--- config.mk ---
export PLATFORM = sky130hd
export DESIGN_NAME = fetch_prefetch_queue
export DESIGN_NICKNAME = d
export VERILOG_FILES = /design/src/rtl/mips_fetch_pkg.sv /design/src/rtl/fetch_prefetch_queue_fifo.sv /design/src/rtl/fetch_prefetch_queue.sv
export SDC_FILE = /design/constraint.sdc
export NUM_CORES = 1
export LEC_CHECK = 0
export BUFFER_PORTS_ARGS = -buffer_cell sky130_fd_sc_hd__buf_4
export CAP_MARGIN = 20
export CORE_MARGIN = 8
export CORE_UTILIZATION = 50
export DETAILED_ROUTE_END_ITERATION = 10
export GPL_TIMING_DRIVEN = 0
export PLACE_DENSITY_LB_ADDON = 0.08
export SYNTH_ARGS = -nofsm -noshare
export SYNTH_HDL_FRONTEND = slang
export SYNTH_SLANG_ARGS = --single-unit
export TNS_END_PERCENT = 50
--- constraint.sdc ---
create_clock -name i_clk -period 8.2 [get_ports i_clk]
set_input_delay 0.41 -clock i_clk [delete_from_list [all_inputs] [get_ports i_clk]]
set_output_delay 0.41 -clock i_clk [all_outputs]
set_load 0.1 [all_outputs]
--- src/rtl/mips_fetch_pkg.sv ---
// -----------------------------------------------------------------------------
// mips_fetch_pkg
// Shared types and constants for the instruction-fetch front end.
//   fetch_state_t : fetch FSM states (idle / waiting / discarding a response)
//   fetch_entry_t : one prefetch-queue entry {instruction, PC+4}
//   next_fetch_pc : sequential or J-predecoded next fetch address
// -----------------------------------------------------------------------------
package mips_fetch_pkg;

    localparam int         INSTR_W             = 32;
    localparam int         DEFAULT_FETCH_DEPTH = 4;
    localparam logic [5:0] OPC_J               = 6'h02;

    typedef enum logic [1:0] {
        F_IDLE    = 2'd0,   // no request outstanding
        F_WAIT    = 2'd1,   // request outstanding, response will be kept
        F_DISCARD = 2'd2    // request outstanding, response will be dropped
    } fetch_state_t;

    typedef struct packed {
        logic [INSTR_W-1:0] instr;
        logic [INSTR_W-1:0] pc_incr;
    } fetch_entry_t;

    // Address to fetch after an accepted word. With jump_en set, a J
    // instruction redirects fetch to its pseudo-direct target; otherwise
    // fetch simply continues at PC+4.
    function automatic logic [INSTR_W-1:0] next_fetch_pc(
        input logic [INSTR_W-1:0] pc_incr,
        input logic [INSTR_W-1:0] instr,
        input logic               jump_en
    );
        if (jump_en && (instr[31:26] == OPC_J))
            return {pc_incr[31:28], instr[25:0], 2'b00};
        return pc_incr;
    endfunction

endpackage

--- src/rtl/fetch_prefetch_queue_fifo.sv ---
// -----------------------------------------------------------------------------
// fetch_fifo
// Synchronous FIFO holding fetched {instruction, PC+4} entries.
// Ports:
//   i_clk, i_rst      : clock (rising edge), async active-high reset
//   i_flush           : clear the queue; overrides push and pop on this edge
//   i_push/i_push_data: enqueue one entry
//   i_pop             : dequeue the head entry (ignored when empty)
//   o_count           : number of entries held (0..DEPTH)
//   o_head            : head entry, all-zero when empty
// Push and pop on the same edge are both honoured, including when full.
// -----------------------------------------------------------------------------
module fetch_fifo
    import mips_fetch_pkg::*;
#(
    parameter int  DEPTH = DEFAULT_FETCH_DEPTH,
    localparam int PW    = $clog2(DEPTH),
    localparam int CW    = PW + 1
) (
    input  logic         i_clk,
    input  logic         i_rst,
    input  logic         i_flush,
    input  logic         i_push,
    input  fetch_entry_t i_push_data,
    input  logic         i_pop,
    output logic [CW-1:0] o_count,
    output fetch_entry_t o_head
);

    fetch_entry_t  r_mem [DEPTH];
    logic [PW-1:0] r_wr_ptr;
    logic [PW-1:0] r_rd_ptr;
    logic [CW-1:0] r_count;

    logic w_empty;
    logic w_pop;
    logic w_push;

    assign w_empty = (r_count == '0);
    assign w_pop   = i_pop && !w_empty && !i_flush;
    // A full queue still accepts a push when the head leaves on the same edge.
    assign w_push  = i_push && !i_flush && ((r_count != CW'(DEPTH)) || w_pop);

    always_ff @(posedge i_clk or posedge i_rst) begin
        if (i_rst) begin
            r_wr_ptr <= '0;
            r_rd_ptr <= '0;
            r_count  <= '0;
        end else if (i_flush) begin
            r_wr_ptr <= '0;
            r_rd_ptr <= '0;
            r_count  <= '0;
        end else begin
            if (w_push)
                r_wr_ptr <= r_wr_ptr + 1'b1;
            if (w_pop)
                r_rd_ptr <= r_rd_ptr + 1'b1;
            r_count <= r_count + CW'(w_push) - CW'(w_pop);
        end
    end

    // Storage needs no reset: entries are only visible through r_count.
    always_ff @(posedge i_clk) begin
        if (w_push)
            r_mem[r_wr_ptr] <= i_push_data;
    end

    assign o_count = r_count;
    assign o_head  = w_empty ? '0 : r_mem[r_rd_ptr];

endmodule

--- src/rtl/fetch_prefetch_queue.sv ---
// -----------------------------------------------------------------------------
// fetch_prefetch_queue
// Instruction-fetch front end feeding the IF/ID register. Owns the fetch PC,
// keeps at most one instruction-memory request outstanding, and buffers
// returned words with their PC+4 in a fetch_fifo drained by IF/ID.
// Ports:
//   i_clk, i_rst       : clock (rising edge), async active-high reset
//   o_imem_req         : request valid; held with o_imem_addr until i_imem_ack
//   o_imem_addr        : word-aligned request address
//   i_imem_ack         : response for the outstanding request (ignored if idle)
//   i_imem_rdata       : instruction word, valid with i_imem_ack
//   i_redirect         : taken branch/jump from decode; flushes the queue
//   i_redirect_pc      : new fetch address (bits [1:0] ignored)
//   o_out_valid        : queue head valid
//   i_out_ready        : IF/ID accepts the head
//   o_out_instr        : head instruction (0 when empty)
//   o_out_pc_incr      : head PC+4 (0 when empty)
//   o_dbg_state        : current fetch FSM state
// Handshake: the head leaves the queue at a rising edge where o_out_valid and
// i_out_ready are both high and i_redirect is low; o_out_valid never depends
// on i_out_ready.
// Build option: PREFETCH_JUMP_PREDECODE_EN makes accepted J instructions
// steer fetch to their target; without it fetch is strictly sequential.
// -----------------------------------------------------------------------------
module fetch_prefetch_queue
    import mips_fetch_pkg::*;
#(
    parameter int          DEPTH    = DEFAULT_FETCH_DEPTH,
    parameter logic [31:0] RESET_PC = 32'h0000_0000
) (
    input  logic         i_clk,
    input  logic         i_rst,
    output logic         o_imem_req,
    output logic [31:0]  o_imem_addr,
    input  logic         i_imem_ack,
    input  logic [31:0]  i_imem_rdata,
    input  logic         i_redirect,
    input  logic [31:0]  i_redirect_pc,
    output logic         o_out_valid,
    input  logic         i_out_ready,
    output logic [31:0]  o_out_instr,
    output logic [31:0]  o_out_pc_incr,
    output fetch_state_t o_dbg_state
);

    localparam int CW = $clog2(DEPTH) + 1;

`ifdef PREFETCH_JUMP_PREDECODE_EN
    localparam logic JUMP_EN = 1'b1;
`else
    localparam logic JUMP_EN = 1'b0;
`endif

    fetch_state_t r_state;
    fetch_state_t w_state_next;
    logic [31:0]  r_fetch_pc;
    logic [31:0]  r_req_addr;

    logic         w_busy;
    logic         w_ack;
    logic         w_accept;
    logic         w_pop;
    logic         w_still_out;
    logic         w_issue;
    logic [31:0]  w_pc_incr;
    logic [31:0]  w_seq_pc;
    logic [31:0]  w_redirect_pc;
    logic [31:0]  w_fetch_pc_next;
    logic [CW-1:0] w_count;
    logic [CW-1:0] w_count_next;
    fetch_entry_t w_push_data;
    fetch_entry_t w_head;

    assign w_busy        = (r_state != F_IDLE);
    assign w_ack         = i_imem_ack && w_busy;
    // Only a response in F_WAIT with no redirect on the same edge is kept.
    assign w_accept      = w_ack && (r_state == F_WAIT) && !i_redirect;
    assign w_pop         = o_out_valid && i_out_ready && !i_redirect;
    assign w_still_out   = w_busy && !i_imem_ack;
    assign w_pc_incr     = r_req_addr + 32'd4;
    assign w_seq_pc      = next_fetch_pc(w_pc_incr, i_imem_rdata, JUMP_EN);
    assign w_redirect_pc = i_redirect_pc & ~32'h3;

    assign w_push_data.instr   = i_imem_rdata;
    assign w_push_data.pc_incr = w_pc_incr;

    fetch_fifo #(
        .DEPTH (DEPTH)
    ) u_fifo (
        .i_clk       (i_clk),
        .i_rst       (i_rst),
        .i_flush     (i_redirect),
        .i_push      (w_accept),
        .i_push_data (w_push_data),
        .i_pop       (w_pop),
        .o_count     (w_count),
        .o_head      (w_head)
    );

    // Queue occupancy after this edge; issue only needs space in it.
    always_comb begin
        w_count_next = w_count;
        if (i_redirect) begin
            w_count_next = '0;
        end else begin
            if (w_accept)
                w_count_next = w_count_next + 1'b1;
            if (w_pop)
                w_count_next = w_count_next - 1'b1;
        end
    end

    always_comb begin
        w_fetch_pc_next = r_fetch_pc;
        if (i_redirect)
            w_fetch_pc_next = w_redirect_pc;
        else if (w_accept)
            w_fetch_pc_next = w_seq_pc;
    end

    // FSM: state register
    always_ff @(posedge i_clk or posedge i_rst) begin
        if (i_rst)
            r_state <= F_IDLE;
        else
            r_state <= w_state_next;
    end

    // FSM: next state. A new request may go out on the same edge that the
    // previous one completes, which sustains one word per cycle.
    always_comb begin
        w_state_next = r_state;
        w_issue      = 1'b0;
        if (w_still_out) begin
            // A redirect while waiting turns the pending response into garbage.
            if (i_redirect)
                w_state_next = F_DISCARD;
        end else if (w_count_next < CW'(DEPTH)) begin
            w_issue      = 1'b1;
            w_state_next = F_WAIT;
        end else begin
            w_state_next = F_IDLE;
        end
    end

    // FSM: outputs
    always_comb begin
        o_imem_req  = (r_state != F_IDLE);
        o_dbg_state = r_state;
    end

    always_ff @(posedge i_clk or posedge i_rst) begin
        if (i_rst) begin
            r_fetch_pc <= RESET_PC;
            r_req_addr <= RESET_PC;
        end else begin
            r_fetch_pc <= w_fetch_pc_next;
            if (w_issue)
                r_req_addr <= w_fetch_pc_next;
        end
    end

    assign o_imem_addr   = r_req_addr;
    assign o_out_valid   = (w_count != '0);
    assign o_out_instr   = w_head.instr;
    assign o_out_pc_incr = w_head.pc_incr;

endmodule
### Word-level counts from Yosys, hierarchy flattened

Memories as Yosys holds them, arrays and structs flattened.
Index checks and enable logic that the tools add are counted.

* add/subtract/negate cells: 7
* muxes and demuxes: 19
* $lt $le $gt $ge: 1
* eq/ne operators: 3
* reductions and logical operators: 19

Operators by type and width (count)
* 2-to-1 mux 32 bit: 2
* 2-to-1 mux 64 bit: 1
* adder 32 x 3 -> 32 bit, second input constant: 1
* 2-to-1 mux 3 bit: 5
* 2-to-1 mux 2 bit: 6
* logical AND 1 bit: 10
* nonzero test 2 bit: 3
* 2-to-1 mux 1 bit: 5
* adder 2 x 1 -> 2 bit, second input constant: 2
* adder 3 x 1 -> 3 bit: 1
* adder 3 x 1 -> 3 bit, second input constant: 1
* logical NOT 1 bit: 3
* logical NOT 3 bit: 1
* < comparator 3 bit, second input constant: 1
* inequality test 3 bit, second input constant: 1
* nonzero test 3 bit: 1
* subtractor 3 x 1 -> 3 bit: 1
* subtractor 3 x 1 -> 3 bit, second input constant: 1
* equality test 2 x 1 -> 1 bit, second input constant: 1
* inequality test 2 bit, second input constant: 1
* logical OR 1 bit: 1

* logic and storage cells: 56
* memory bits (writable): 256
* memories kept: 1
* register bits after elaboration: 73
* input port bits: 69
* output and inout port bits: 100

Memories
* u_fifo.r_mem: depth 4, width 64, rd ports 1, clocked after Yosys merged registers in 0, write ports 1, RTL line fetch_prefetch_queue_fifo.sv:30 `fetch_entry_t r_mem [DEPTH];`

### Longest topological paths before layout

Gate-level depths: netlist (run 1).

* word-level depth: 12
* gate-level depth with buffers: 13
* depth with buffers taken out: 13

### Hierarchy

A second synthesis (run 1) with hierarchy kept.

* cell total of the unflattened synthesis: 861
* area, all modules: 14049.7 um2

By module, submodules not included
* fetch_fifo: sequential area each 7862.5 um2, cells each 454, instances 1, area each 10129.7 um2
* fetch_prefetch_queue: sequential area each 1651.6 um2, cells each 407, instances 1, area each 3920.0 um2

### Least setup slack after synthesis (run 1)

Ideal clock, no wire load.

* kind: register to register
* start point: register r_state[0] (netlist: o_dbg_state[0])
* end point: memory u_fifo.r_mem[0][0] in the netlist's numbering (enable)
* data required time: 7.771 ns
* period minus slack after synthesis: 4.119 ns
* setup slack: 4.081 ns
* stages on the path, launching flop included: 6
* buffers on the path: 2
* arrival: 3.690 ns
* library setup time: 0.429 ns
* path through: dfrtp_1 nand4bb_1 clkbuf_1 buf_1 a31oi_1 and2_1

* word-level cells in the longest chain between the ends: 8
* elaborated cells between the ends (all ways): 9
* those cells by class: eq/ne: 1; mux: 2; reduce/logical: 6

Ends and longest elaborated chain
* start, declared: RTL line fetch_prefetch_queue.sv:54 `fetch_state_t r_state;`
* start signal, assigned: RTL line fetch_prefetch_queue.sv:126 `r_state <= w_state_next;`
* nonzero test 2 bit: RTL line fetch_prefetch_queue.sv:74 `assign w_busy = (r_state != F_IDLE);`
* logical AND 1 bit: RTL line fetch_prefetch_queue.sv:75 `assign w_ack = i_imem_ack && w_busy;`
* logical AND 1 bit (*) (2 in series): RTL line fetch_prefetch_queue.sv:77 `assign w_accept = w_ack && (r_state == F_WAIT) && !i_redirect;`
* logical AND 1 bit (*) (2 in series): RTL line fetch_prefetch_queue_fifo.sv:42 `assign w_push = i_push && !i_flush && ((r_count != CW'(DEPTH)) || w_pop);`
* 2-to-1 mux 1 bit (*): RTL line fetch_prefetch_queue_fifo.sv:64 `if (w_push)`
* 2-to-1 mux 1 bit (implied by the code) (*): RTL line fetch_prefetch_queue_fifo.sv:65 `r_mem[r_wr_ptr] <= i_push_data;`
* end, declared: RTL line fetch_prefetch_queue_fifo.sv:30

Mark *: on every way between the ends. The rest lies on a longest branch, timed or not.

### Worst setup path in the final report (run 1)

* start point: register r_state[1] (netlist: o_dbg_state[1])
* end point: memory u_fifo.r_mem[1][41] in the netlist's numbering (enable)

Same word-level chain as after synthesis.

==> results.py, run 1 <==
metrics = {
    "status": {
        "status": "finished clean",
    },
    "logic_synthesis": {
        "yosys-top-cells-count": "edfxtp_1 (256), dfrtp_1 (73), and2_1 (68), mux4_2 (64), nor2_1 (47)",
        "synth_ff_type": "edfxtp_1",
        "synth_nets": 868,
        "ys_ff_latch": 329,
        "yosysUniqueCellTypes": 54,
        "ys_seq_area_share_pct": 70.1,
        "syn_area_sq_mm": 0.0136,
        "synth_edf_count": 256,
        "synth_warnings": 0,
        "synth.most_common_cell": "edfxtp_1",
        "yosys.area.top_type_share_pct": 56.6,
        "syn_inst": 789,
        "syn_avg_cell_area_sq_um": 17.2,
        "synth_top_cell_by_area": "edfxtp_1",
        "synth.area.top_cells": "edfxtp_1 (57%), dfrtp_1 (13%), mux4_2 (11%), and2_1 (3.1%), mux2_2 (2.4%)",
        "ys_async_sr_fraction_pct": 22.2,
    },
    "global_route": {
        "grt_use_total_pct": 18.5,
        "top_usage_layer": "met2",
        "antenna_found_initial": 0,
        "grt_pass1_wl_um": 47000,
        "grt_start_max_net_pins": 64,
        "grt_pass1_vias": 8025,
        "overflow": 0,
        "met3_usage_pct": 4.29,
        "grtUsageMet2_pct": 30.4,
        "gr-usage-met1_pct": 24.9,
    },
    "layout": {
        "layout.nets": 1078,
        "area_growth_pct": 22.0,
        "n_antenna_cell": 0,
        "fillCellCount": 2044,
        "drive_above_1_share_pct": 33.5,
        "instances_no_fill": 1363,
    },
    "floorplan": {
        "row_count": 60,
        "start_util_pct": 50.6,
        "die_height_um": 181,
        "core-area_sq_mm": 0.0268,
        "die_w_um": 181,
        "die-area_sq_mm": 0.0327,
        "ios": 169,
    },
    "detailed_routing": {
        "drt_pass1_iterations": 5,
        "routed_wl_um": 30400,
        "first_iter_violations": 410,
        "vias": 7533,
        "via_per_inst": 5.53,
        "ant_nets": 0,
        "drcViolationCount": 0,
        "wl_per_cell_um": 22.3,
    },
    "min_path": {
        "hp-start": "i_imem_ack",
        "holdCritPathClass": "in -> reg",
        "hold_depth": 2,
        "hold_path_end": "o_dbg_state[1]",
    },
    "sta": {
        "max_freq_ghz": 0.298,
        "fin_tns_setup_ns": 0,
        "rsz0062_at_grt": "no",
        "min_period_ns": 3.35,
        "tightestPinTransition_ns": 0.954,
        "fin_crit_sh_pct": 40.9,
        "hold_viol_final": 0,
        "setup_ws_ns": 4.85,
        "slew_headroom_pct": 36.4,
        "finClkSkew_ns": 0.0163,
        "setup-violations-final": 0,
        "drv_slew": 0,
    },
    "setup_path": {
        "worstPathMaxFanout": 35,
        "critPathCaptureType": "register",
        "arrival_ns": 3.53,
        "reg2reg_depth": 6,
        "reg2reg_slack_ns": 4.85,
        "timing.rr.start": "o_dbg_state[1]",
        "path_class": "reg -> reg",
        "timing.rr.end": "u_fifo.r_mem[1][41]",
        "crit_required_ns": 8.38,
        "startpoint_type": "register",
    },
    "clock_tree": {
        "cts_setup_buffers": 0,
        "cts_buffers": 36,
        "cts_tree": "built",
        "post_cts_resized": 0,
        "cts_max_level": 2,
        "clockBufferDepth": 3,
        "cts-root-buf": "clkbuf_16",
        "clk_latency_ns": 0.50,
        "clkSinkCount": 329,
        "clk_pin_slew_ns": 0.06,
    },
    "placement": {
        "port-buffer-count": 166,
        "dp.cells": 1301,
        "gp_congestion": 0.809,
        "pre_cts_ws_ns": 4.71,
        "dp_hpwl_um": 19800,
    },
    "run": {
        "cap_violations": 0,
    },
}
## final cells by class
class | instances | area, sq um | area share [%]
flip-flops and latches | 329 | 9510 | 57.4
repair buffers | 172 | 1390 | 8.37
multi-input cells | 402 | 3780 | 22.8
clock inverters | 13 | 166 | 1.00
clock buffers | 48 | 997 | 6.02
plain buffers | 42 | 229 | 1.38
well taps | 341 | 427 | 2.58
inverters | 16 | 62.6 | 0.378
## worst max path at each step
| stage | startpoint | end |
|---|---|---|
| finish | o_dbg_state[1] | u_fifo.r_mem[1][41] |
| global route | o_dbg_state[1] | u_fifo.r_mem[1][50] |
| CTS | u_fifo.r_rd_ptr[0] | o_out_instr[25] |
| detailed placement | i_redirect | u_fifo.r_mem[1][12] |
| global placement | i_redirect | u_fifo.r_mem[0][12] |
| floorplan | o_dbg_state[0] | u_fifo.r_mem[0][0] |
## registers in the layout, indices dropped and copies added, names as in the netlist
name             count
u_fifo.r_mem       256
o_imem_addr         32
r_fetch_pc          32
u_fifo.o_count       3
o_dbg_state          2
u_fifo.r_rd_ptr      2
u_fifo.r_wr_ptr      2
## cell usage in the layout (no fill, tap or decap), drive strengths merged, types with 4 or more instances in the layout
cell,count
a21o,7
a21oi,7
a221o,17
and2,68
buf,188
bufinv,4
clkbuf,73
clkinv,8
dfrtp,73
edfxtp,256
ha,9
inv,17
mux2,29
mux2i,7
mux4,64
nand2,42
nand3,15
nand4,7
nor2,47
nor3,7
or3,4
xnor2,24
xor2,9
## stage by stage
step	util (%)	instance area, sq um	hold WS (ns)
CTS	61.8	16600	0.0755
global route	61.8	16600	0.0896
finish	61.8	16600	0.0945
detailed placement	57.4	15400	0.336
floorplan	-	13600	0.437
global placement	56.9	15200	0.460
## cells by family (layout without fill, tap and decap cells)
logic type	after synthesis	in the layout	synth area share (%)
flops	329	329	70.1
simple gates	207	207	7.99
xor+xnor	33	33	2.13
mux	100	100	13.5
buf+inv	58	291	2.13
fa+ha+maj	10	10	0.977
compound gates	52	52	3.14
## layer usage
| metal | share of wire [%] | vias to the layer above |
|---|---|---|
| li1 | - | 3436 |
| met1 | 43 | 3837 |
| met2 | 49 | 222 |
| met3 | 6.2 | 38 |
| met4 | 1.6 | 0 |
| met5 | 0 | - |
## timing repair
item                                    CTS  global route
endpoints found under the hold margin    10             0
hold buffers                              1             0
endpoints found under the setup margin    0             0
## worst max-delay path, cell delays in order (launching register included)
cell and delay (ns):
dfrtp_1 0.41, nand4bb_1 0.38, clkbuf_1 0.34, buf_1 0.32, a31oi_1 0.63, and2_4 0.61, buf_12 0.31
Power of run 1 is left out: the tool's default activity adds up to more than one toggle a clock period on the data nets, which glitch-free logic cannot reach.
==> run 2: changes to the inputs <==
clock period = 3.1 ns   (was 8.2 ns; I/O delays follow)
==> results.py, run 2 (same netlist as run 1, synthesis figures left out) <==
metrics = {
    "status": {
        "status": "finished clean",
    },
    "clock_tree": {
        "clockBufferDepth": 3,
        "cts_buffers": 35,
        "cts_tree": "built",
        "clk_latency_ns": 0.51,
        "cts_max_level": 2,
        "clk_pin_slew_ns": 0.06,
        "clkSinkCount": 329,
        "cts-root-buf": "clkbuf_16",
    },
    "layout": {
        "layout_commonest_cell": "edfxtp_1",
        "layout_common_cells": "edfxtp_1 (256), buf_4 (169), dfrtp_1 (71)",
        "top_register": "u_fifo.r_mem",
        "area_growth_pct": 26.2,
        "n_antenna_cell": 0,
        "fillCellCount": 1985,
        "layout.nets": 1138,
        "instances_no_fill": 1425,
        "drive_above_1_share_pct": 32.2,
        "largest_register_ffs": 256,
    },
    "setup_path": {
        "path_class": "reg -> reg",
        "cpMaxStageDelayCell": "and2_4",
        "crit_path_cell_trace": "nand4bb_1 -> clkbuf_1 -> buf_1 -> a31oi_4 -> buf_4 -> and2_4",
        "arrival_ns": 3.05,
        "max_stage_delay_ns": 0.54,
        "crit_start": "o_dbg_state[1]",
        "critPathCaptureType": "register",
        "worstPathMaxFanout": 32,
        "timing.rr.start": "o_dbg_state[1]",
        "crit_required_ns": 3.23,
        "startpoint_type": "register",
        "path_delay_family": "simple AND/OR/NAND/NOR gates",
        "path_buf_inv": 3,
    },
    "floorplan": {
        "die-area_sq_mm": 0.0327,
        "ios": 169,
        "core-area_sq_mm": 0.0268,
        "start_util_pct": 50.6,
        "row_count": 60,
        "die_w_um": 181,
        "die_height_um": 181,
    },
    "detailed_routing": {
        "wl_per_cell_um": 21.6,
        "vias": 7799,
        "via_per_inst": 5.47,
        "ant_nets": 0,
        "drt_pass1_iterations": 5,
        "first_iter_violations": 515,
        "drcViolationCount": 0,
        "routed_wl_um": 30800,
    },
    "placement": {
        "port-buffer-count": 166,
        "dp.cells": 1297,
        "dp_hpwl_um": 19000,
        "gp_congestion": 0.805,
    },
    "global_route": {
        "grt_start_max_net_pins": 66,
        "antenna_found_initial": 0,
        "grt_pass1_vias": 8155,
        "overflow": 0,
        "grt_use_total_pct": 18.9,
        "grt_pass1_wl_um": 47700,
    },
    "min_path": {
        "holdCritPathClass": "in -> reg",
        "hp-start": "i_redirect_pc[30]",
    },
    "sta": {
        "rsz0062_at_grt": "no",
        "tightestPinTransition_ns": 0.971,
        "drv_slew": 0,
        "slew_headroom_pct": 35.2,
        "max_freq_ghz": 0.343,
        "hold_viol_final": 0,
        "setup-violations-final": 0,
        "min_period_ns": 2.91,
        "fin_crit_sh_pct": 94.0,
        "fin_tns_setup_ns": 0,
        "finClkSkew_ns": 0.0201,
    },
    "run": {
        "cap_violations": 0,
    },
}
run 2: cell count changes in the layout (fill, tap and decap cells not counted), sizes merged:
cell / before / now
dlygate4sd3: 1 / 62
clkinvlp: 0 / 1
clkinv: 8 / 9
and2: 68 / 72
buf: 188 / 184
inv: 17 / 16
run 2: routing by layer:
| metal | global-route usage, % | routed length, um | up-vias |
|---|---|---|---|
| met3 | 4.01 | 1840 | 32 |
| met4 | 4.50 | 444 | 0 |
| met5 | 0 | 0 | - |
| met2 | 31.2 | 15100 | 249 |
| li1 | - | - | 3561 |
| met1 | 25.3 | 13500 | 3957 |
run 2: per-stage QoR:
step	hold WS, ns	instance area (sq um)	utilization [%]	setup slack (ns)
after floorplan	0.218	13600	-	-0.0763
final	0.0191	17100	63.9	0.187
after detailed placement	0.0676	15300	57.0	-0.467
after CTS	0.00825	17100	63.9	-0.118
after global routing	0.0546	17100	63.9	0.0144
after global placement	0.352	15300	56.9	-0.466
run 2: layout make-up:
cell class | count | area, sq um | share of cell area, %
timing repair buffer | 230 | 1900 | 11.1
clock inverter | 14 | 174 | 1.02
buffer | 41 | 230 | 1.34
multi-input combinational | 406 | 3840 | 22.4
clock buffer | 48 | 977 | 5.71
tap | 341 | 427 | 2.49
inverter | 16 | 62.6 | 0.365
sequential | 329 | 9520 | 55.6
run 2: repair_timing:
item,CTS,global route
pin swaps,4,0
hold buffers,62,0
buffers inserted,0,1
hold endpoints to repair,230,0
gates resized for setup,7,7
gates cloned,4,0
setup endpoints to repair,276,50
run 2: path summary, 6_finish.rpt:
kind	endpoint	slack (ns)	cells past startpoint
hold reg to reg	r_fetch_pc[3]	0.47	2
setup reg to reg	u_fifo.r_mem[3][54]	0.19	6
max in group asynchronous	o_dbg_state[0]	2.43	4
hold / removal	r_fetch_pc[30]	0.02	4
setup / recovery	u_fifo.r_mem[3][54]	0.19	6
min in group asynchronous	o_imem_addr[9]	0.12	3
run 2: worst min-delay path, cell delays in order:
cell     delay, ns
buf_4         0.09
mux2i_1       0.06
nor2_1        0.09
a21o_1        0.10
Power of run 2 is left out for the same reason.
